==> config.mk <==
export PLATFORM = sky130hd
export DESIGN_NAME = mmio_bus_master
export DESIGN_NICKNAME = d
export VERILOG_FILES = /design/src/rtl/mmio_bus_pkg.sv /design/src/rtl/mmio_bus_master_sync_fifo.sv /design/src/rtl/mmio_bus_master.sv
export SDC_FILE = /design/constraint.sdc
export NUM_CORES = 1
export LEC_CHECK = 0
export ABC_AREA = 1
export BUFFER_PORTS_ARGS = -buffer_cell sky130_fd_sc_hd__buf_2
export CORE_MARGIN = 2
export CORE_UTILIZATION = 52
export DETAILED_ROUTE_END_ITERATION = 10
export PLACE_DENSITY = 0.74
export SKIP_LAST_GASP = 1
export SYNTH_ARGS = -nofsm -noshare
export SYNTH_HDL_FRONTEND = slang
export SYNTH_SLANG_ARGS = --single-unit
==> constraint.sdc <==
create_clock -name clk -period 3.89 [get_ports clk]
set_clock_uncertainty 0.05 [all_clocks]
set_input_delay 0.1945 -clock clk [delete_from_list [all_inputs] [get_ports clk]]
set_output_delay 0.1945 -clock clk [all_outputs]
set_load 0.01 [all_outputs]
==> src/rtl/mmio_bus_pkg.sv <==
// Shared types for the MMIO bus master: FSM state encoding and the queued
// command record.
package mmio_bus_pkg;

   typedef enum logic [1:0] {
      ST_IDLE,
      ST_ACCESS,
      ST_RESP
   } state_t;

   typedef struct packed {
      logic        write;
      logic [31:0] address;
      logic [31:0] wdata;
   } cmd_t;

   localparam int CMD_W = $bits(cmd_t);
   localparam int LAT_W = 4;

endpackage

==> src/rtl/mmio_bus_master_sync_fifo.sv <==
// Synchronous FIFO with full/empty flags; the head entry is read directly
// from the register storage.
module sync_fifo #(
   parameter int WIDTH = 65,
   parameter int DEPTH = 4
) (
   input  logic             clk,
   input  logic             reset,
   input  logic             i_push,
   input  logic [WIDTH-1:0] i_wdata,
   input  logic             i_pop,
   output logic [WIDTH-1:0] o_rdata,
   output logic             o_full,
   output logic             o_empty
);

   localparam int AW = $clog2(DEPTH);

   logic [WIDTH-1:0] r_mem [DEPTH];
   logic [AW:0]      r_wr_ptr;
   logic [AW:0]      r_rd_ptr;

   // Pointers carry one extra wrap bit so full and empty are distinguishable.
   always_ff @(posedge clk) begin
      if (reset) begin
         r_wr_ptr <= '0;
         r_rd_ptr <= '0;
      end else begin
         if (i_push) r_wr_ptr <= r_wr_ptr + (AW + 1)'(1);
         if (i_pop)  r_rd_ptr <= r_rd_ptr + (AW + 1)'(1);
      end
   end

   // NOTE: storage is deliberately not reset; the pointers alone decide which entries are valid.
   always_ff @(posedge clk) begin
      if (i_push) r_mem[r_wr_ptr[AW-1:0]] <= i_wdata;
   end

   assign o_rdata = r_mem[r_rd_ptr[AW-1:0]];
   assign o_empty = (r_wr_ptr == r_rd_ptr);
   assign o_full  = (r_wr_ptr[AW] != r_rd_ptr[AW]) &&
                    (r_wr_ptr[AW-1:0] == r_rd_ptr[AW-1:0]);

endmodule

==> src/rtl/mmio_bus_master.sv <==
// In-order MMIO bus initiator: buffers commands, runs one registered bus
// access per command and returns one response per command.
module mmio_bus_master
   import mmio_bus_pkg::*;
#(
   parameter int FIFO_DEPTH   = 4,
   parameter int READ_LATENCY = 0
) (
   input  logic        clk,
   input  logic        reset,
   input  logic        cmd_valid,
   output logic        cmd_ready,
   input  logic        cmd_write,
   input  logic [31:0] cmd_address,
   input  logic [31:0] cmd_wdata,
   output logic        rsp_valid,
   input  logic        rsp_ready,
   output logic        rsp_write,
   output logic [31:0] rsp_rdata,
   output logic        read,
   output logic        write,
   output logic [31:0] address,
   output logic [31:0] write_data,
   input  logic [31:0] read_data
);

   localparam logic [LAT_W-1:0] LAT_INIT = LAT_W'(READ_LATENCY);

   cmd_t             w_push_cmd;
   cmd_t             w_head_cmd;
   logic             w_push;
   logic             w_pop;
   logic             w_full;
   logic             w_empty;

   state_t           r_state;
   logic [LAT_W-1:0] r_lat_cnt;
   logic             r_read;
   logic             r_write;
   logic [31:0]      r_address;
   logic [31:0]      r_wdata;
   logic             r_rsp_valid;
   logic             r_rsp_write;
   logic [31:0]      r_rsp_rdata;

   assign w_push_cmd = '{write: cmd_write, address: cmd_address, wdata: cmd_wdata};
   assign w_push     = cmd_valid && !w_full;
   assign w_pop      = (r_state == ST_IDLE) && !w_empty;

   sync_fifo #(
      .WIDTH (CMD_W),
      .DEPTH (FIFO_DEPTH)
   ) u_cmd_fifo (
      .clk     (clk),
      .reset   (reset),
      .i_push  (w_push),
      .i_wdata (w_push_cmd),
      .i_pop   (w_pop),
      .o_rdata (w_head_cmd),
      .o_full  (w_full),
      .o_empty (w_empty)
   );

   // NOTE: non-blocking assignments so every register updates from its pre-edge value.
   always_ff @(posedge clk) begin
      if (reset) begin
         r_state     <= ST_IDLE;
         r_lat_cnt   <= '0;
         r_read      <= 1'b0;
         r_write     <= 1'b0;
         r_address   <= '0;
         r_wdata     <= '0;
         r_rsp_valid <= 1'b0;
         r_rsp_write <= 1'b0;
         r_rsp_rdata <= '0;
      end else begin
         case (r_state)
            ST_IDLE: begin
               if (!w_empty) begin
                  r_read      <= !w_head_cmd.write;
                  r_write     <= w_head_cmd.write;
                  r_address   <= w_head_cmd.address;
                  r_wdata     <= w_head_cmd.write ? w_head_cmd.wdata : 32'h0;
                  r_lat_cnt   <= LAT_INIT;
                  r_rsp_write <= w_head_cmd.write;
                  r_state     <= ST_ACCESS;
               end
            end
            ST_ACCESS: begin
               // Writes last one cycle; reads hold until the countdown reaches 0.
               if (r_write || (r_lat_cnt == '0)) begin
                  r_rsp_rdata <= r_read ? read_data : 32'h0;
                  r_read      <= 1'b0;
                  r_write     <= 1'b0;
                  r_address   <= '0;
                  r_wdata     <= '0;
                  r_rsp_valid <= 1'b1;
                  r_state     <= ST_RESP;
               end else begin
                  r_lat_cnt <= r_lat_cnt - LAT_W'(1);
               end
            end
            ST_RESP: begin
               if (rsp_ready) begin
                  r_rsp_valid <= 1'b0;
                  r_state     <= ST_IDLE;
               end
            end
            default: r_state <= ST_IDLE;
         endcase
      end
   end

   assign cmd_ready  = !w_full;
   assign rsp_valid  = r_rsp_valid;
   assign rsp_write  = r_rsp_write;
   assign rsp_rdata  = r_rsp_rdata;
   assign read       = r_read;
   assign write      = r_write;
   assign address    = r_address;
   assign write_data = r_wdata;

endmodule
# [Word-level counts from Yosys, hierarchy flattened]
# Memory sizes are Yosys's and may differ from the RTL's. A register that Yosys moved wholly into a read port is not among the register bits.
# Cells that the tools add are included.
# W data, S select, Z words.
[word_totals] word_cells=68 ram_bits=260 out_inout_bits=101 reg_bits=112 memories=1
[memory_table] name="u_cmd_fifo.r_mem" words=4 word_bits=65 read_ports=1 rd_clocked_by_memory_dff=1 wr=1 line_no="mmio_bus_master_sync_fifo.sv:19" source="logic [WIDTH-1:0] r_mem [DEPTH];"
[classes] addsub=3 bitwise=1 n_eq_ne=9 reduce_logical=17 mux=26
[op_table] operator="$mux W32" n=5
[op_table] operator="$pmux W32 S2" n=2
[op_table] operator="$reduce_and A3 Y1" n=4
[op_table] operator="$mux W2" n=5
[op_table] operator="$mux W4" n=2
[op_table] operator="$ne A2 B2 Y1 const B" n=4
[op_table] operator="$pmux W4 S2" n=1
[op_table] operator="$mux W1" n=7
[op_table] operator="$add A3 B1 Y3 const B" n=2
[op_table] operator="$pmux W1 S2" n=3
[op_table] operator="$pmux W2 S3" n=1
[op_table] operator="$logic_not A4 Y1" n=1
[op_table] operator="$reduce_and A2 Y1" n=2
[op_table] operator="$reduce_bool A2 Y1" n=2
[op_table] operator="$sub A4 B1 Y4 const B" n=1
[op_table] operator="$eq A3 B3 Y1" n=1
[op_table] operator="$logic_and A1 B1 Y1" n=3
[op_table] operator="$logic_not A1 Y1" n=3
[op_table] operator="$eq A2 B1 Y1 const B" n=1
[op_table] operator="$eq A2 B2 Y1" n=1
[op_table] operator="$eq A2 B2 Y1 const B" n=1
[op_table] operator="$logic_not A2 Y1" n=1
[op_table] operator="$logic_or A1 B1 Y1" n=1
[op_table] operator="$ne A1 B1 Y1" n=1
[op_table] operator="$not A1 Y1" n=1

# [Longest topological paths before layout]
[logic_depth] word_depth=6 depth_mapped=11 ltp_nobuf=9

# [Cells and area by module]
# A second synthesis with hierarchy kept.
[unflattened] cells_unflattened=1343 area_unflattened_um2=15414.8
[by_module_without_submodules] mod="sync_fifo" area_each_um2=11175.7 instances=1 cells_each=812 seq_area_each_um2=7967.6
[by_module_without_submodules] mod="mmio_bus_master" area_each_um2=4239.1 instances=1 cells_each=531 seq_area_each_um2=2122.0

# [Worst setup path before layout]
# Ideal clock, no wire load.
[synth_timing] kind="register -> register" start="register u_cmd_fifo.r_wr_ptr[1]" end="memory u_cmd_fifo.r_mem[0][0], enable pin" synth_period_minus_slack_ps=4181 path_stages_with_launch=7 arrival_ps=3643 slack_ps=-291 setup_time_ps=489 cell_sequence="dfxtp_1 -> inv_1 -> nand2_1 -> nand2_1 -> nand3b_1 -> nand2_1 -> nor2_1"
[synth_between] elab_chain_cells=6
[synth_lines] element="from (decl)" line_no="mmio_bus_master_sync_fifo.sv:20" source="logic [AW:0] r_wr_ptr;"
[synth_lines] element="from (signal assigned)" line_no="mmio_bus_master_sync_fifo.sv:29" source="if (i_push) r_wr_ptr <= r_wr_ptr + (AW + 1)'(1);"
[synth_lines] element="$eq A2 B2 Y1" line_no="mmio_bus_master_sync_fifo.sv:42" source="(r_wr_ptr[AW-1:0] == r_rd_ptr[AW-1:0]);"
[synth_lines] element="$logic_and A1 B1 Y1" line_no="mmio_bus_master_sync_fifo.sv:41" source="assign o_full = (r_wr_ptr[AW] != r_rd_ptr[AW]) &&"
[synth_lines] element="$logic_not A1 Y1"
[synth_lines] element="via cmd_ready" line_no="mmio_bus_master.sv:12" source="output logic cmd_ready,"
[synth_lines] element="$logic_and A1 B1 Y1" line_no="mmio_bus_master.sv:47" source="assign w_push = cmd_valid && !w_full;"
[synth_lines] element="$mux W1" line_no="mmio_bus_master_sync_fifo.sv:36" source="if (i_push) r_mem[r_wr_ptr[AW-1:0]] <= i_wdata;"
[synth_lines] element="$mux W1 (implied by the code)" line_no="mmio_bus_master_sync_fifo.sv:36"
[synth_lines] element="to (decl)" line_no="mmio_bus_master_sync_fifo.sv:19"
# The timed path passes the listed nets, and every way through them passes these cells.

==> impl_metrics.py <==
metrics = {
    "final_layout": {
        "syn_to_final_growth_pct": 22.80,
        "drive_gt1_share_pct": 17.36,
        "fin_cells": 2061,
        "fin_nets": 1759,
    },
    "die": {
        "core_um2": 27860,
        "row_count": 61,
        "fp.dieW_um": 172.3,
        "die_h_um": 172.3,
        "dieArea_um2": 29670,
        "ioPinCount": 202,
        "start_util_pct": 52.84,
    },
    "synth": {
        "netlist_instances": 1382,
        "yosysSeqAreaShare_pct": 68.54,
        "yosysWarnings": 0,
        "ys_seq_elements": 374,
        "syn_avg_cell_area_um2": 10.65,
        "synth.net_count": 1490,
        "netlist_area_um2": 14720,
        "synth_cell_types": 25,
    },
    "job": {
        "drv_cap": 0,
    },
    "timing": {
        "setup_viol": 0,
        "rsz0062_at_grt": "no",
        "setup-tns-final_ps": 0,
        "fmax_ghz": 0.3766,
        "worst_slack_ps": 1235,
        "maxSlewHeadroom_pct": 21.98,
        "hold_viol_final": 0,
        "slew_viol_final": 0,
        "period_minus_slack_ps": 2656,
        "fin_crit_sh_pct": 68.26,
        "tightest_slew_ps": 1170,
    },
    "drt": {
        "drc": 0,
        "post_drt_wl_per_cell_um": 16.60,
        "drtIter0Drc": 1005,
        "vias": 10840,
        "final_antenna_net_count": 0,
        "wl_mm": 34.21,
        "drt_pass1_iterations": 5,
        "vias_per_cell": 5.257,
    },
    "power": {
        "swShare_pct": 36.14,
        "peakVddDrop_uv": 498.4,
        "power_density_nw_per_um2": 713.5,
        "power_frac_seq_pct": 40.4,
        "power_leakage_nw": 7.156,
        "switchingPower_mw": 4.662,
        "p_clk_share_pct": 27.8,
        "combPwrFrac_pct": 31.8,
        "p_int_mw": 8.236,
    },
    "worst_setup_path": {
        "critical_path.max_fanout": 83,
        "start_kind": "flip-flop",
        "cpLargestDelayFamily": "simple AND/OR/NAND/NOR gates",
        "crit_slowest_cell": "dfxtp_4",
        "worst_ep_required_time_ps": 4240,
        "crit_type": "flip-flop to flip-flop",
        "cp_num_buf_inv": 1,
        "crit_path_end_kind": "flip-flop",
        "cp_cell_sequence": "inv_4 -> nand2_1 -> nand3_2 -> nand3_4 -> nor2_1 -> nor2_1 -> nor2_1",
        "path_common_cell": "nor2_1",
        "crit_arrival_ps": 3010,
        "slowest_delay_ps": 890,
    },
    "worst_hold_path": {
        "worst_hold_path_type": "input pin to flip-flop",
    },
    "global_routing": {
        "grt_pass1_vias": 10150,
        "grt_max_degree": 100,
        "grt_pass1_wl_mm": 51.85,
        "gr-usage-all-layers_pct": 22.59,
        "antenna_found_initial": 2,
        "grt_remaining_overflow": 0,
    },
    "cts": {
        "cts_max_level": 2,
        "clk_pin_slew_ps": 60,
        "insertion_delay_ps": 520,
        "cts-root-buf": "clkbuf_16",
        "cts_buffer_depth": 3,
        "cts_made_buffers": 40,
        "clock-sinks": 374,
        "ctsResizeCount": 0,
        "cts_tree": "yes",
    },
    "placed_design": {
        "port_buffers": 201,
        "hpwl_mm": 18.11,
        "post-place-ws_ps": 1252,
        "dp.cells": 1888,
        "gp_congestion": 0.7700,
    },
    "outcome": {
        "outcome": "finished, final reports clean",
    },
}
## synth_stat cells
master / instances / share of area, %
edfxtp_1: 260 / 53
dfxtp_1: 114 / 16
nand2_4: 1 / 0.076
ha_1: 7 / 0.59
xor2_1: 2 / 0.12
nand3_2: 3 / 0.20
clkbuf_2: 2 / 0.068
nor2_1: 247 / 6.3
buf_8: 1 / 0.10
o21ai_1: 59 / 2.0
nand3_1: 74 / 2.5
buf_2: 18 / 0.61
clkbuf_1: 33 / 0.84
nand3_4: 1 / 0.12
a21oi_1: 75 / 2.5
buf_1: 3 / 0.076
o21ai_0: 106 / 3.6
buf_4: 20 / 1.0
nand3b_1: 33 / 1.7
nand2_1: 253 / 6.5
inv_2: 5 / 0.13
xnor2_1: 1 / 0.060
buf_6: 12 / 0.92
inv_1: 51 / 1.3
a21oi_4: 1 / 0.11
## sequential cells by signal (all words and copies together), names as in the netlist, 2 cells and up, named ones only
| name | flops |
|---|---|
| address | 32 |
| r_state | 2 |
| u_cmd_fifo.r_rd_ptr | 3 |
| write_data | 32 |
| u_cmd_fifo.r_wr_ptr | 3 |
| u_cmd_fifo.r_mem | 260 |
| rsp_rdata | 32 |
| r_lat_cnt | 4 |
## metrics by stage
step	total power [mW]	hold slack, ps	utilization (%)	cell area [um^2]
floorplan	8.338	243.4	-	14720
global placement	9.193	357.7	56.83	15830
detailed placement	9.297	358.3	56.83	15830
CTS	12.97	190.3	64.88	18070
global route	13.77	223.5	64.89	18080
finish	12.90	207.5	64.89	18080
## layout make-up
cell class | count | area, um^2
diodes | 1 | 2.502
clock buffers | 53 | 1080
clock inverters | 20 | 171.4
fillers | 2116 | 9782
inverters | 56 | 212.7
multi-input cells | 863 | 3923
flip-flops and latches | 374 | 10100
well taps | 378 | 473.0
repair buffers | 316 | 2117
## what timing repair did
item,in CTS,in global routing
buffers inserted,0,0
hold buffers,99,0
endpoints found under the hold margin,295,0
## path summary, 6_finish.rpt
path,cells after the start,endpoint,slack [ps],from
max reg2reg,7,write_data[26],1230,flip-flop
max,7,write_data[26],1230,flip-flop
min reg2reg,2,rsp_valid,410,rsp_valid
min,5,write_data[5],210,reset
## layout by cell type, fill, tap and decap left out, drive strengths merged, types with 2 or more instances in the layout
cell type / netlist / routed
clkbuf: 35 / 53
xor2: 2 / 2
nor2: 247 / 247
buf: 54 / 217
nand3b: 33 / 33
a21oi: 76 / 76
nand2: 254 / 254
dfxtp: 114 / 114
o21ai: 165 / 165
edfxtp: 260 / 260
clkinv: 0 / 12
dlygate4sd3: 0 / 99
clkinvlp: 0 / 4
nand3: 78 / 78
inv: 56 / 58
ha: 7 / 7
bufinv: 0 / 2
## per-layer routing
layer  share of wire, %  up-vias  global-route usage, %
li1                   -     5220                      -
met2                 50      403                  40.51
met4                2.2        2                  7.088
met5              0.020        -                      0
met1                 41     5150                  28.12
met3                7.1       60                  3.616
## power by group through the flow
stage / Combinational, mW / Sequential (mW) / Clock, mW
global route: 4.70 / 5.27 / 3.80
floorplan: 3.11 / 5.22 / 0
CTS: 4.13 / 5.21 / 3.64
global placement: 3.93 / 5.26 / 0
finish: 4.10 / 5.21 / 3.59
detailed placement: 4.02 / 5.28 / 0
## worst register-to-register path, cell delays in order (launching register included)
cell	delay, ps
dfxtp_4	890
inv_4	540
nand2_1	220
nand3_2	110
nand3_4	420
nor2_1	110
nor2_1	130
nor2_1	70
## cells by family (layout without fill, tap and decap cells)
group | Yosys count | count (layout) | synth area share [%]
buffers and inverters | 145 | 445 | 5.066
other | 0 | 1 | 0
AO/OA/AOI/OAI | 241 | 241 | 8.270
adder cells (fa/ha/maj) | 7 | 7 | 0.5950
flip-flops | 374 | 374 | 68.54
AND/OR/NAND/NOR | 612 | 612 | 17.35
XOR/XNOR | 3 | 3 | 0.1785
(Power assumes the default switching activity.)
